[config.mk]
export PLATFORM = sky130hd
export DESIGN_NAME = exception_unit
export DESIGN_NICKNAME = d
export VERILOG_FILES = /design/src/rtl/exc_pkg.sv /design/src/rtl/exc_priority_enc.sv /design/src/rtl/exception_unit.sv
export SDC_FILE = /design/constraint.sdc
export NUM_CORES = 1
export LEC_CHECK = 0
export ABC_AREA = 1
export CORE_MARGIN = 4
export CORE_UTILIZATION = 40
export DETAILED_ROUTE_END_ITERATION = 7
export GPL_TIMING_DRIVEN = 0
export PLACE_DENSITY = 0.86
export SYNTH_ARGS = -nofsm -noshare
export SYNTH_HDL_FRONTEND = slang
export SYNTH_HIERARCHICAL = 1
export SYNTH_SLANG_ARGS = --single-unit
[constraint.sdc]
create_clock -name clock -period 2.8 [get_ports clock]
set_input_delay 0.84 -clock clock [delete_from_list [all_inputs] [get_ports clock]]
set_output_delay 0.84 -clock clock [all_outputs]
set_load 0.005 [all_outputs]
[src/rtl/exc_pkg.sv]
// Shared types and helpers for the exception unit: FSM state encoding,
// well-known cause numbers and the priority-index width helper.
package exc_pkg;

  typedef enum logic [2:0] {
    IDLE,
    VEC_REQ,
    VEC_WAIT,
    REDIRECT,
    ERET_OUT
  } exc_state_t;

  localparam int CAUSE_OPCODE   = 0;
  localparam int CAUSE_OVERFLOW = 1;

  function automatic int idx_width(input int num_causes);
    return (num_causes > 1) ? $clog2(num_causes) : 1;
  endfunction

endpackage

[src/rtl/exc_priority_enc.sv]
// Lowest-index-first priority encoder; also flags when more than one
// request bit is set so the caller can record the dropped ones.
module exc_priority_enc
  import exc_pkg::*;
#(
  parameter int N  = 4,
  parameter int IW = idx_width(N)
) (
  input  logic [N-1:0]  req,
  output logic [IW-1:0] idx,
  output logic          any,
  output logic          multi
);

  // Scan from the top down so the lowest set bit is the last one written.
  always_comb begin
    idx = '0;
    for (int unsigned i = N; i > 0; i--) begin
      if (req[i-1]) idx = IW'(i - 1);
    end
  end

  assign any   = |req;
  assign multi = |(req & (req - N'(1)));

endmodule

[src/rtl/exception_unit.sv]
// Exception sequencer: arbitrates cause requests, captures EPC/Cause,
// fetches the handler address from the vector table and redirects the PC.
module exception_unit
  import exc_pkg::*;
#(
  parameter int WIDTH       = 32,
  parameter int NUM_CAUSES  = 4,
  parameter int VECTOR_BASE = 254,
  parameter int MEM_LATENCY = 1
) (
  input  logic                  clock,
  input  logic                  reset,
  input  logic [NUM_CAUSES-1:0] exc_req,
  input  logic [WIDTH-1:0]      pc_exc,
  input  logic                  eret,
  output logic                  mem_rd_req,
  output logic [WIDTH-1:0]      mem_rd_addr,
  input  logic [WIDTH-1:0]      mem_rd_data,
  output logic                  pc_load,
  output logic [WIDTH-1:0]      pc_next,
  output logic [WIDTH-1:0]      epc,
  output logic [WIDTH-1:0]      cause,
  output logic                  in_handler,
  output logic                  busy,
  output logic                  exc_lost
);

  localparam int IW = idx_width(NUM_CAUSES);
  localparam int CW = $clog2(MEM_LATENCY + 1);

  exc_state_t     state;
  logic [CW-1:0]  wait_cnt;
  logic [IW-1:0]  req_idx;
  logic           req_any;
  logic           req_multi;
  logic           unused_data;

  assign unused_data = ^mem_rd_data[WIDTH-1:8];

  exc_priority_enc #(
    .N  (NUM_CAUSES),
    .IW (IW)
  ) u_enc (
    .req   (exc_req),
    .idx   (req_idx),
    .any   (req_any),
    .multi (req_multi)
  );

  always_ff @(posedge clock) begin
    if (reset) begin
      state       <= IDLE;
      wait_cnt    <= '0;
      mem_rd_req  <= 1'b0;
      mem_rd_addr <= '0;
      pc_load     <= 1'b0;
      pc_next     <= '0;
      epc         <= '0;
      cause       <= '0;
      in_handler  <= 1'b0;
      busy        <= 1'b0;
      exc_lost    <= 1'b0;
    end else begin
      if (state != IDLE && req_any) exc_lost <= 1'b1;

      case (state)
        IDLE: begin
          if (in_handler && eret) begin
            pc_next    <= epc;
            in_handler <= 1'b0;
            pc_load    <= 1'b1;
            busy       <= 1'b1;
            state      <= ERET_OUT;
            if (req_any) exc_lost <= 1'b1;
          end else if (!in_handler && req_any) begin
            epc         <= pc_exc;
            cause       <= WIDTH'(req_idx);
            // Request/address are registered here so they are visible
            // throughout VEC_REQ.
            mem_rd_req  <= 1'b1;
            mem_rd_addr <= WIDTH'(VECTOR_BASE) + WIDTH'(req_idx);
            busy        <= 1'b1;
            state       <= VEC_REQ;
            if (req_multi) exc_lost <= 1'b1;
          end else if (req_any) begin
            exc_lost <= 1'b1;
          end
        end
        VEC_REQ: begin
          mem_rd_req <= 1'b0;
          wait_cnt   <= CW'(MEM_LATENCY - 1);
          state      <= VEC_WAIT;
        end
        VEC_WAIT: begin
          if (wait_cnt == '0) begin
            pc_next <= WIDTH'(mem_rd_data[7:0]);
            pc_load <= 1'b1;
            state   <= REDIRECT;
          end else begin
            wait_cnt <= wait_cnt - CW'(1);
          end
        end
        REDIRECT: begin
          pc_load    <= 1'b0;
          in_handler <= 1'b1;
          busy       <= 1'b0;
          state      <= IDLE;
        end
        ERET_OUT: begin
          pc_load <= 1'b0;
          busy    <= 1'b0;
          state   <= IDLE;
        end
        default: state <= IDLE;
      endcase
    end
  end

endmodule

Word level (Yosys, flattened, before mapping) --
Cells that the tools add are included.
Cells by class: add/sub/neg operators 3, equality and inequality tests 9, muxes and demuxes 29, bitwise gates (word level) 2, reductions and logical operators 22
Operators with widths (count):
- $mux W32 | 2
- $pmux W32 S2 | 1
- $mux W1 | 13
- $reduce_and A3 Y1 | 4
- $reduce_bool A2 Y1 | 5
- $add A8 B2 Y9 const A | 1
- $mux W3 | 3
- $pmux W3 S3 | 1
- $mux W2 | 4
- $ne A2 B2 Y1 const B | 4
- $pmux W1 S2 | 4
- $reduce_or A4 Y1 | 2
- $eq A3 B2 Y1 const B | 2
- $reduce_and A2 Y1 | 3
- $reduce_bool A3 Y1 | 2
- $and A4 B4 Y4 | 1
- $sub A4 B1 Y4 const B | 1
- $eq A3 B1 Y1 const B | 1
- $eq A3 B3 Y1 const B | 1
- $logic_and A1 B1 Y1 | 3
- $logic_not A3 Y1 | 1
- $ne A3 B3 Y1 const B | 1
- $pmux W1 S3 | 1
- $reduce_or A2 Y1 | 1
- 3 further kinds | 3
Word-level totals: register bits 107, output and inout port bits 133, word-level logic and storage cells 76

Longest topological paths before layout --
Gate-level depths: netlist of run 1.
word-level depth 7, depth in mapped cells 10, mapped depth without buffers 9

Modules after synthesis --
Netlist of run 1, hierarchy kept.
Modules (own cells, without submodules):
- exception_unit | instances 1, cells an instance 432, area an instance 3280.6 um2, sequential area each 1501.4 um2
- exc_priority_enc | instances 1, cells an instance 14, area an instance 60.1 um2, sequential area each 0.0 um2

Least setup slack after synthesis of run 1 --
Ideal clock, no wire load.
kind in2reg, start input port exc_req[2], end register busy, data arrival time 1.648 ns, required time 2.669 ns, path slack 1.022 ns, stages 10, cells stage by stage nor2_2 nand2_1 inv_1 nor2_1 inv_1 nor2_4 buf_6 buf_6 nor2_1 a21oi_2
Between the ends: longest elaborated chain between the ends 4
RTL lines:
- start, declared | RTL line exception_unit.sv:13 | input logic [NUM_CAUSES-1:0] exc_req,
- $reduce_or A4 Y1 | RTL line exc_priority_enc.sv:23 | assign any = |req;
- net req_any | RTL line exception_unit.sv:34 | logic req_any;
- $logic_and A1 B1 Y1 | RTL line exception_unit.sv:75 | end else if (!in_handler && req_any) begin
- $ne A3 B3 Y1 (no line)
- $reduce_and A2 Y1 (no line)
- end signal, assigned | RTL line exception_unit.sv:72 | busy <= 1'b1;
- end signal, assigned | RTL line exception_unit.sv:82 | busy <= 1'b1;
- end signal, assigned | RTL line exception_unit.sv:106 | busy <= 1'b0;
- end, declared | RTL line exception_unit.sv:24 | output logic busy,
The timed path passes the listed nets, and every way through them passes these cells. A chain may end at the register's enable or synchronous reset.

Worst setup path in the final report of run 1 --
start register mem_rd_addr[7], end output port mem_rd_addr[7]
RTL lines:
- start, declared | RTL line exception_unit.sv:17 | output logic [WIDTH-1:0] mem_rd_addr,
- start signal, assigned | RTL line exception_unit.sv:81 | mem_rd_addr <= WIDTH'(VECTOR_BASE) + WIDTH'(req_idx);
No word-level cell between the ends.

==> results.yml, run 1 <==
timing:
  hold_viol: 0
  max_freq_mhz: 438
  min_period_ns: 2.28
  post-route-period-util: 0.816
  worst_pin_slew_ns: 0.580
  maxSlewViolCount: 0
  setup_viol: 0
  relSlewSlack: 0.613
  setup_tns_ns: 0
  skew_ns: 0.00746
  finalWorstSetupSlack_ns: 0.515
  hold_ws_ns: 0.459
  grt_setup_unrepaired: "false"
global_routing:
  grt_max_degree: 14
  grt.overflow.total: 0
  grt_pass1_wl_um: 14700
  grt_use_total: 0.188
  antenna_found_initial: 0
  grt_pass1_vias: 3004
yosys:
  async_reset_ff_frac: 0
  synth_flop_cell: "dfxtp_1"
  synth_edf_count: 0
  yosysUniqueCellTypes: 23
  syn_inst: 446
  yosysWarnings: 6
  syn_avg_cell_area_um2: 7.49
  ys_ff_latch: 75
  synth.yosys.seq_area_share: 0.449
  synth.cell_area_um2: 3340
placement:
  portBuffers: 125
  dp_worst_setup_slack_ns: 0.331
  place_inst: 728
  dp_hpwl_um: 7340
  place.gp.congestion: 0.808
critical_path:
  cp_max_fo: 8
  crit_arrival_ns: 1.44
  crit_family: "buffers and inverters"
  worstPathCellList: "buf_4 -> clkdlybuf4s50_1"
  cp-end-kind: "output pin"
  crit_required_ns: 1.96
  cpPeakStageDelay_ns: 0.49
  rrSetupSlack_ns: 1.40
  worstPathBufferInverterCount: 2
  crit_type: "reg -> out"
  start_kind: "register"
  cpMaxStageDelayCell: "clkdlybuf4s50_1"
cts:
  clkLatencyLatePin_ns: 0.34
  cts_tree: "built"
  h-tree-depth: 3
  cts_buffers: 9
  cts.sink_count: 75
  cts_buffer_depth: 2
  cts-root-buf: "clkbuf_8"
  ctsResizeCount: 0
  clkTransAtPathRegs_ns: 0.08
  cts_hold_buf: 0
  post_cts_buffers: 0
detailed_routing:
  drt_iter0_drc: 116
  avgRoutedWirePerCell_um: 12.7
  first_pass_iters: 4
  ant_nets: 0
  vias: 3255
  drt-total-wl_um: 9440
  drcViolationCount: 0
  viasPerCell: 4.38
floorplanning:
  fp.dieW_um: 99.4
  dieArea_um2: 9880
  core_area_um2: 8180
  rows: 33
  io_pins: 204
  die_h_um: 99.4
  initial_core_util: 0.409
layout:
  areaGrowthSynthToFinish_pct: 54.5
  layout_commonest_cell: "clkdlybuf4s50_1"
  fin_nets: 705
  diodes: 0
  fin_cells: 744
  final_cell_mix: "125 x clkdlybuf4s50_1, 97 x nand2_1, 75 x nor2_1, 75 x dfxtp_1, 62 x buf_4"
  layout-drive-gt1-share: 0.164
pwr:
  leakage_nw: 2.31
  ir_drop_mv: 0.399
  total_power_mw: 3.75
  powerDensity_nw_per_um2: 726
job:
  max_cap_violations: 0
worst_hold_path:
  min_path_type: "reg -> reg"
run_status:
  status: "completed"
## cell usage after synthesis (2+ instances only)
cell	n	share of area
nand3_1	15	0.022
inv_2	3	0.0034
buf_6	5	0.017
nor2_1	75	0.084
nand2_2	2	0.0037
dfxtp_1	75	0.45
o21ai_1	27	0.040
buf_4	62	0.14
nand2_1	97	0.11
clkbuf_1	6	0.0067
nor2_4	3	0.010
buf_2	10	0.015
nand4_1	4	0.0075
inv_1	11	0.012
o21ai_0	14	0.021
a21oi_1	29	0.043
nor2_2	2	0.0037
## cell families (layout without fill, tap and decap cells)
kind of cell           Yosys count  after routing  share of synthesized area
AOI/OAI and AO/OA               71             71                      0.107
buffers and inverters           98            239                      0.195
DFF                             75             75                      0.449
other                            1             53                    0.00112
and+or+nand+nor                201            201                      0.247
## final timing paths
path	start	depth (start not counted)	to
worst max register to register	state[1]	8	busy
worst max-delay path	mem_rd_addr[7]	2	mem_rd_addr[7]
worst min-delay path	exc_lost	2	exc_lost
worst min register to register	exc_lost	2	exc_lost
## power by group
part           switching [mW]  leakage (nW)  internal, mW
Clock                   0.400         0.113         0.594
Combinational           0.613          1.58         0.717
Sequential              0.160         0.616          1.26
Total                    1.17          2.31          2.57
## layout make-up
| class | count | area (um^2) |
|---|---|---|
| Multi-Input combinational cell | 325 | 1380 |
| Buffer | 83 | 594 |
| Clock inverter | 6 | 114 |
| Timing Repair Buffer | 125 | 1250 |
| Inverter | 15 | 56.3 |
| Tap cell | 105 | 131 |
| Sequential cell | 75 | 1500 |
| Fill cell | 694 | 3020 |
| Clock buffer | 10 | 128 |
## routing by layer
| metal | wire length, um | vias to the layer above | GRT usage |
|---|---|---|---|
| met4 | 238 | 0 | 0.0798 |
| met3 | 814 | 21 | 0.0547 |
| li1 | - | 1675 | - |
| met1 | 3760 | 1429 | 0.217 |
| met5 | 0 | - | 0 |
| met2 | 4630 | 130 | 0.324 |
## sequential cells by signal (all words and copies together) (netlist names)
name         flops
pc_next         32
mem_rd_req       1
mem_rd_addr      1
exc_lost         1
in_handler       1
epc             32
state            3
busy             1
pc_load          1
cause            2
## worst register-to-register path: cells and delay by family (launching register included)
kind            cells  cell delay [ns]
flops               1             0.31
compound gates      1             0.11
buf+inv             3             0.47
simple gates        4             0.44
## metrics by stage
stage          utilization  area (um^2)
3_3_place_gp         0.602         4920
3_5_place_dp         0.602         4920
4_1_cts              0.631         5160
2_1_floorplan            -         3540
6_report             0.631         5160
5_1_grt              0.631         5160
Power figures use the tool's default switching activity.
==> run 2, diff against run 1 <==
--- a/config.mk
+++ b/config.mk
@@ -7,10 +7,10 @@
 export LEC_CHECK = 0
 export ABC_AREA = 1
 export CORE_MARGIN = 4
-export CORE_UTILIZATION = 40
+export CORE_UTILIZATION = 34
 export DETAILED_ROUTE_END_ITERATION = 7
 export GPL_TIMING_DRIVEN = 0
-export PLACE_DENSITY = 0.86
+export PLACE_DENSITY = 0.77
 export SYNTH_ARGS = -nofsm -noshare
 export SYNTH_HDL_FRONTEND = slang
 export SYNTH_HIERARCHICAL = 1
==> constraint.sdc (replaced) <==
create_clock -name clock -period 2 [get_ports clock]
set_input_delay 0.6 -clock clock [delete_from_list [all_inputs] [get_ports clock]]
set_output_delay 0.6 -clock clock [all_outputs]
set_load 0.005 [all_outputs]
==> run 2 against run 1 <==
Against the previous run:
- final cell count up 3.2%
- worst setup slack worse by 0.43 ns
- first-iteration DRC count down 17%
- highest routed layer unchanged
==> results.yml, run 2 (synthesis gave the netlist of run 1 again) <==
cts:
  cts_buffers: 9
  clkLatencyLatePin_ns: 0.33
  cts_tree: "built"
  clkTransAtPathRegs_ns: 0.09
  h-tree-depth: 3
  cts_buffer_depth: 2
  cts_hold_buf: 0
  cts.sink_count: 75
  cts-root-buf: "clkbuf_8"
global_routing:
  antenna_found_initial: 0
  grt_pass1_vias: 3201
  grt_use_total: 0.167
  grt_pass1_wl_um: 15400
  grt_max_degree: 14
  grt.overflow.total: 0
layout:
  areaGrowthSynthToFinish_pct: 56.9
  fillers: 899
  multi_input_area_um2: 1390
  layout-drive-gt1-share: 0.169
  top_regs: "epc (32), pc_next (32), state (3)"
  layout_commonest_cell: "clkdlybuf4s50_1"
  fin_nets: 705
  diodes: 0
  fin_area_um2: 5240
  final_cell_mix: "123 x clkdlybuf4s50_1, 97 x nand2_1, 74 x nor2_1, 74 x dfxtp_1, 63 x buf_4"
  seq_area_um2: 1510
detailed_routing:
  ant_nets: 0
  drt-total-wl_um: 9980
  first_pass_iters: 6
  m1WireLength_um: 3950
  avgRoutedWirePerCell_um: 13.0
  met2_length_um: 4950
  top_layer_used: "met4"
  drt_iter0_drc: 96
  drcViolationCount: 0
  viasPerCell: 4.30
  vias: 3299
  wl_met3_um: 970
pwr:
  ir_drop_mv: 0.476
  total_power_mw: 5.46
  powerDensity_nw_per_um2: 1040
  leakage_nw: 2.35
timing:
  setup_viol: 0
  maxSlewViolCount: 0
  worst_pin_slew_ns: 0.537
  max_freq_mhz: 521
  post-route-period-util: 0.960
  min_period_ns: 1.92
  relSlewSlack: 0.642
  skew_ns: 0.0112
  grt_setup_unrepaired: "true"
  hold_viol: 0
critical_path:
  crit_arrival_ns: 1.32
  crit_required_ns: 1.40
  cp-end-kind: "output pin"
  crit_type: "reg -> out"
  start_kind: "register"
  cp_max_fo: 8
  r2r_cells: 7
worst_hold_path:
  whs_path_depth: 2
  min_path_type: "reg -> reg"
floorplanning:
  die_h_um: 107
  rows: 35
  core_area_um2: 9420
  fp.dieW_um: 107
  initial_core_util: 0.355
  dieArea_um2: 11500
  io_pins: 204
placement:
  place.gp.congestion: 0.770
  portBuffers: 125
  placed_cell_area_um2: 4950
  dp_hpwl_um: 7770
job:
  max_cap_violations: 0
run_status:
  status: "completed"
[run 2: per-stage QoR]
| stage | std cells | utilization | hold slack [ns] | setup slack, ns | TNS, ns |
|---|---|---|---|---|---|
| after floorplan | 498 | - | 0.447 | 0.462 | 0 |
| after global placement | 752 | 0.526 | 0.448 | -0.174 | -4.98 |
| after detailed placement | 752 | 0.526 | 0.457 | -0.269 | -9.17 |
| after CTS | 768 | 0.555 | 0.469 | 0.0263 | 0 |
| after global routing | 768 | 0.557 | 0.480 | -0.00137 | -0.00137 |
| final | 768 | 0.557 | 0.467 | 0.0805 | 0 |
[run 2: path summary, 6_finish.rpt]
kind                   from             end  slack, ns
max reg2reg      in_handler     pc_next[24]       0.51
max          mem_rd_addr[7]  mem_rd_addr[4]       0.08
min             pc_next[13]     pc_next[13]       0.47
min reg2reg     pc_next[13]     pc_next[13]       0.47
[run 2: layout make-up]
cell class,instances,area share
plain buffers,83,0.115
clock buffers,10,0.0263
clock inverters,6,0.0260
inverters,15,0.0107
multi-input cells,325,0.264
flip-flops and latches,75,0.287
well taps,129,0.0308
repair buffers,125,0.240
[run 2: per-layer routing]
layer	up-vias	global-route usage
met5	-	0
met4	0	0.0557
met3	11	0.0524
met2	149	0.294
met1	1466	0.190
li1	1673	-
[run 2: critical path, cell delays in order (launching register included)]
cell             delay, ns
dfxtp_4               0.39
buf_4                 0.10
clkdlybuf4s50_1       0.49
[run 2: what timing repair did]
item	4_1_cts	5_1_grt
endpoints found under the setup margin	6	26
resized for setup	1	8
setup buffers	0	0
[run 2: power by group]
| group | total [mW] | internal, mW | leakage [nW] | switching [mW] |
|---|---|---|---|---|
| clock | 1.56 | 0.992 | 0.133 | 0.567 |
| combinational | 1.91 | 1.02 | 1.60 | 0.884 |
| sequential | 1.99 | 1.77 | 0.616 | 0.219 |
| total | 5.46 | 3.79 | 2.35 | 1.67 |
==> run 3, diff against run 2 <==
==> constraint.sdc (replaced) <==
create_clock -name clock -period 2 [get_ports clock]
set_input_delay 0.6 -clock clock [delete_from_list [all_inputs] [get_ports clock]]
set_output_delay 0.6 -clock clock [all_outputs]
set_load 0.02 [all_outputs]
==> run 3 against run 2 <==
Against the previous run:
- clock power about the same
- critical path depth fell by 1
- clock skew shrank 0.0013 ns
- final cell count is the same
- total power up 6.7%
- register-to-register slack about the same
- global-route usage unchanged
- wire length fell by 0.19%
- sequential power barely moved
- clock-buffer cell count stayed put
- via count is essentially flat
- non-clock buffer count unchanged
- critical endpoint is now epc[8]
- largest power group is now combinational logic
==> results.yml, run 3 (synthesis gave the netlist of run 1 again) <==
run_status:
  status: "completed"
floorplanning:
  core_area_um2: 9420
  initial_core_util: 0.355
  dieArea_um2: 11500
  rows: 35
  die_h_um: 107
  fp.dieW_um: 107
  io_pins: 204
worst_hold_path:
  whs_path_depth: 2
  min_path_type: "reg -> reg"
layout:
  top_regs: "epc (32), pc_next (32), state (3)"
  fillers: 903
  final_util: 0.557
  fin_nets: 705
  areaGrowthSynthToFinish_pct: 56.9
  fin_cells: 768
  layout-drive-gt1-share: 0.169
  layout_commonest_cell: "clkdlybuf4s50_1"
  final_cell_mix: "109 x clkdlybuf4s50_1, 97 x nand2_1, 74 x nor2_1, 74 x dfxtp_1, 63 x buf_4"
  seq_area_um2: 1500
  multi_input_area_um2: 1390
  diodes: 0
critical_path:
  crit_family: "buffers and inverters"
  start_kind: "register"
  crit_arrival_ns: 1.34
  cpMaxStageDelayCell: "clkdlybuf4s50_1"
  r2r_cells: 7
  worstPathBufferInverterCount: 1
  crit_type: "reg -> out"
  cpPeakStageDelay_ns: 0.63
  cp-end-kind: "output pin"
  cp_max_fo: 3
  worstPathCellList: "clkdlybuf4s50_1"
  crit_required_ns: 1.40
  path_depth: 1
placement:
  place.gp.congestion: 0.770
  dp_worst_setup_slack_ns: -0.269
  place_inst: 752
  portBuffers: 125
  dp_hpwl_um: 7770
detailed_routing:
  drcViolationCount: 0
  avgRoutedWirePerCell_um: 13.0
  ant_nets: 0
  first_pass_iters: 4
  viasPerCell: 4.29
  vias: 3298
  drt_iter0_drc: 87
  drt-total-wl_um: 9960
global_routing:
  grt_max_degree: 14
  grtUsageMet3: 0.0524
  grt_use_total: 0.167
  grt.overflow.total: 0
  antenna_found_initial: 0
  grt_pass1_wl_um: 15400
  grt-busiest-layer: "met2"
  grt_pass1_vias: 3201
  use_met2: 0.294
  grt_use_met1: 0.190
pwr:
  leakage_nw: 2.45
  ir_drop_mv: 0.510
  powerDensity_nw_per_um2: 1110
timing:
  hold_viol: 0
  grt_setup_unrepaired: "true"
  min_period_ns: 1.94
  hold_ws_ns: 0.466
  worst_pin_slew_ns: 0.542
  post-route-period-util: 0.972
  setup_viol: 0
  skew_ns: 0.00997
  relSlewSlack: 0.639
  maxSlewViolCount: 0
  finalWorstSetupSlack_ns: 0.0563
  setup_tns_ns: 0
  max_freq_mhz: 514
job:
  max_cap_violations: 0
cts:
  cts-root-buf: "clkbuf_8"
  cts_tree: "built"
  cts_buffer_depth: 2
  cts_hold_buf: 0
  cts_buffers: 9
  h-tree-depth: 3
  clkTransAtPathRegs_ns: 0.09
  clkLatencyLatePin_ns: 0.33
  cts.sink_count: 75
run 3: per-stage QoR:
| stage | total power, mW | area [um^2] |
|---|---|---|
| 6_report | 5.82 | 5240 |
| 2_1_floorplan | 3.35 | 3540 |
| 3_5_place_dp | 4.31 | 4950 |
| 4_1_cts | 5.86 | 5210 |
| 3_3_place_gp | 4.26 | 4950 |
| 5_1_grt | 6.15 | 5240 |
run 3: power by group:
group | internal [mW] | switching [mW]
sequential | 1.77 | 0.217
clock | 0.992 | 0.567
combinational | 0.996 | 1.28
total | 3.76 | 2.07
run 3: path summary, 6_finish.rpt:
kind	startpoint	endpoint	slack [ns]
worst max-delay path	epc[8]	epc[8]	0.06
worst min-delay path	exc_lost	exc_lost	0.47
worst max register to register	in_handler	pc_next[24]	0.51
worst min register to register	exc_lost	exc_lost	0.47
run 3: final cells by class:
class,instances,area share
Clock inverter,6,0.0260
Clock buffer,10,0.0263
Multi-Input combinational cell,325,0.265
Tap cell,129,0.0308
Timing Repair Buffer,125,0.240
Sequential cell,75,0.287
Buffer,83,0.115
Inverter,15,0.0107
run 3: timing repair:
item / in CTS / in global routing
resized for setup: 10 / 12
setup buffers: 0 / 0
endpoints found under the setup margin: 10 / 30
run 3: metal layers:
| metal | share of wire | wire length (um) |
|---|---|---|
| met1 | 0.40 | 4010 |
| met2 | 0.49 | 4930 |
| met3 | 0.092 | 913 |
| met4 | 0.011 | 110 |
| met5 | 0 | 0 |
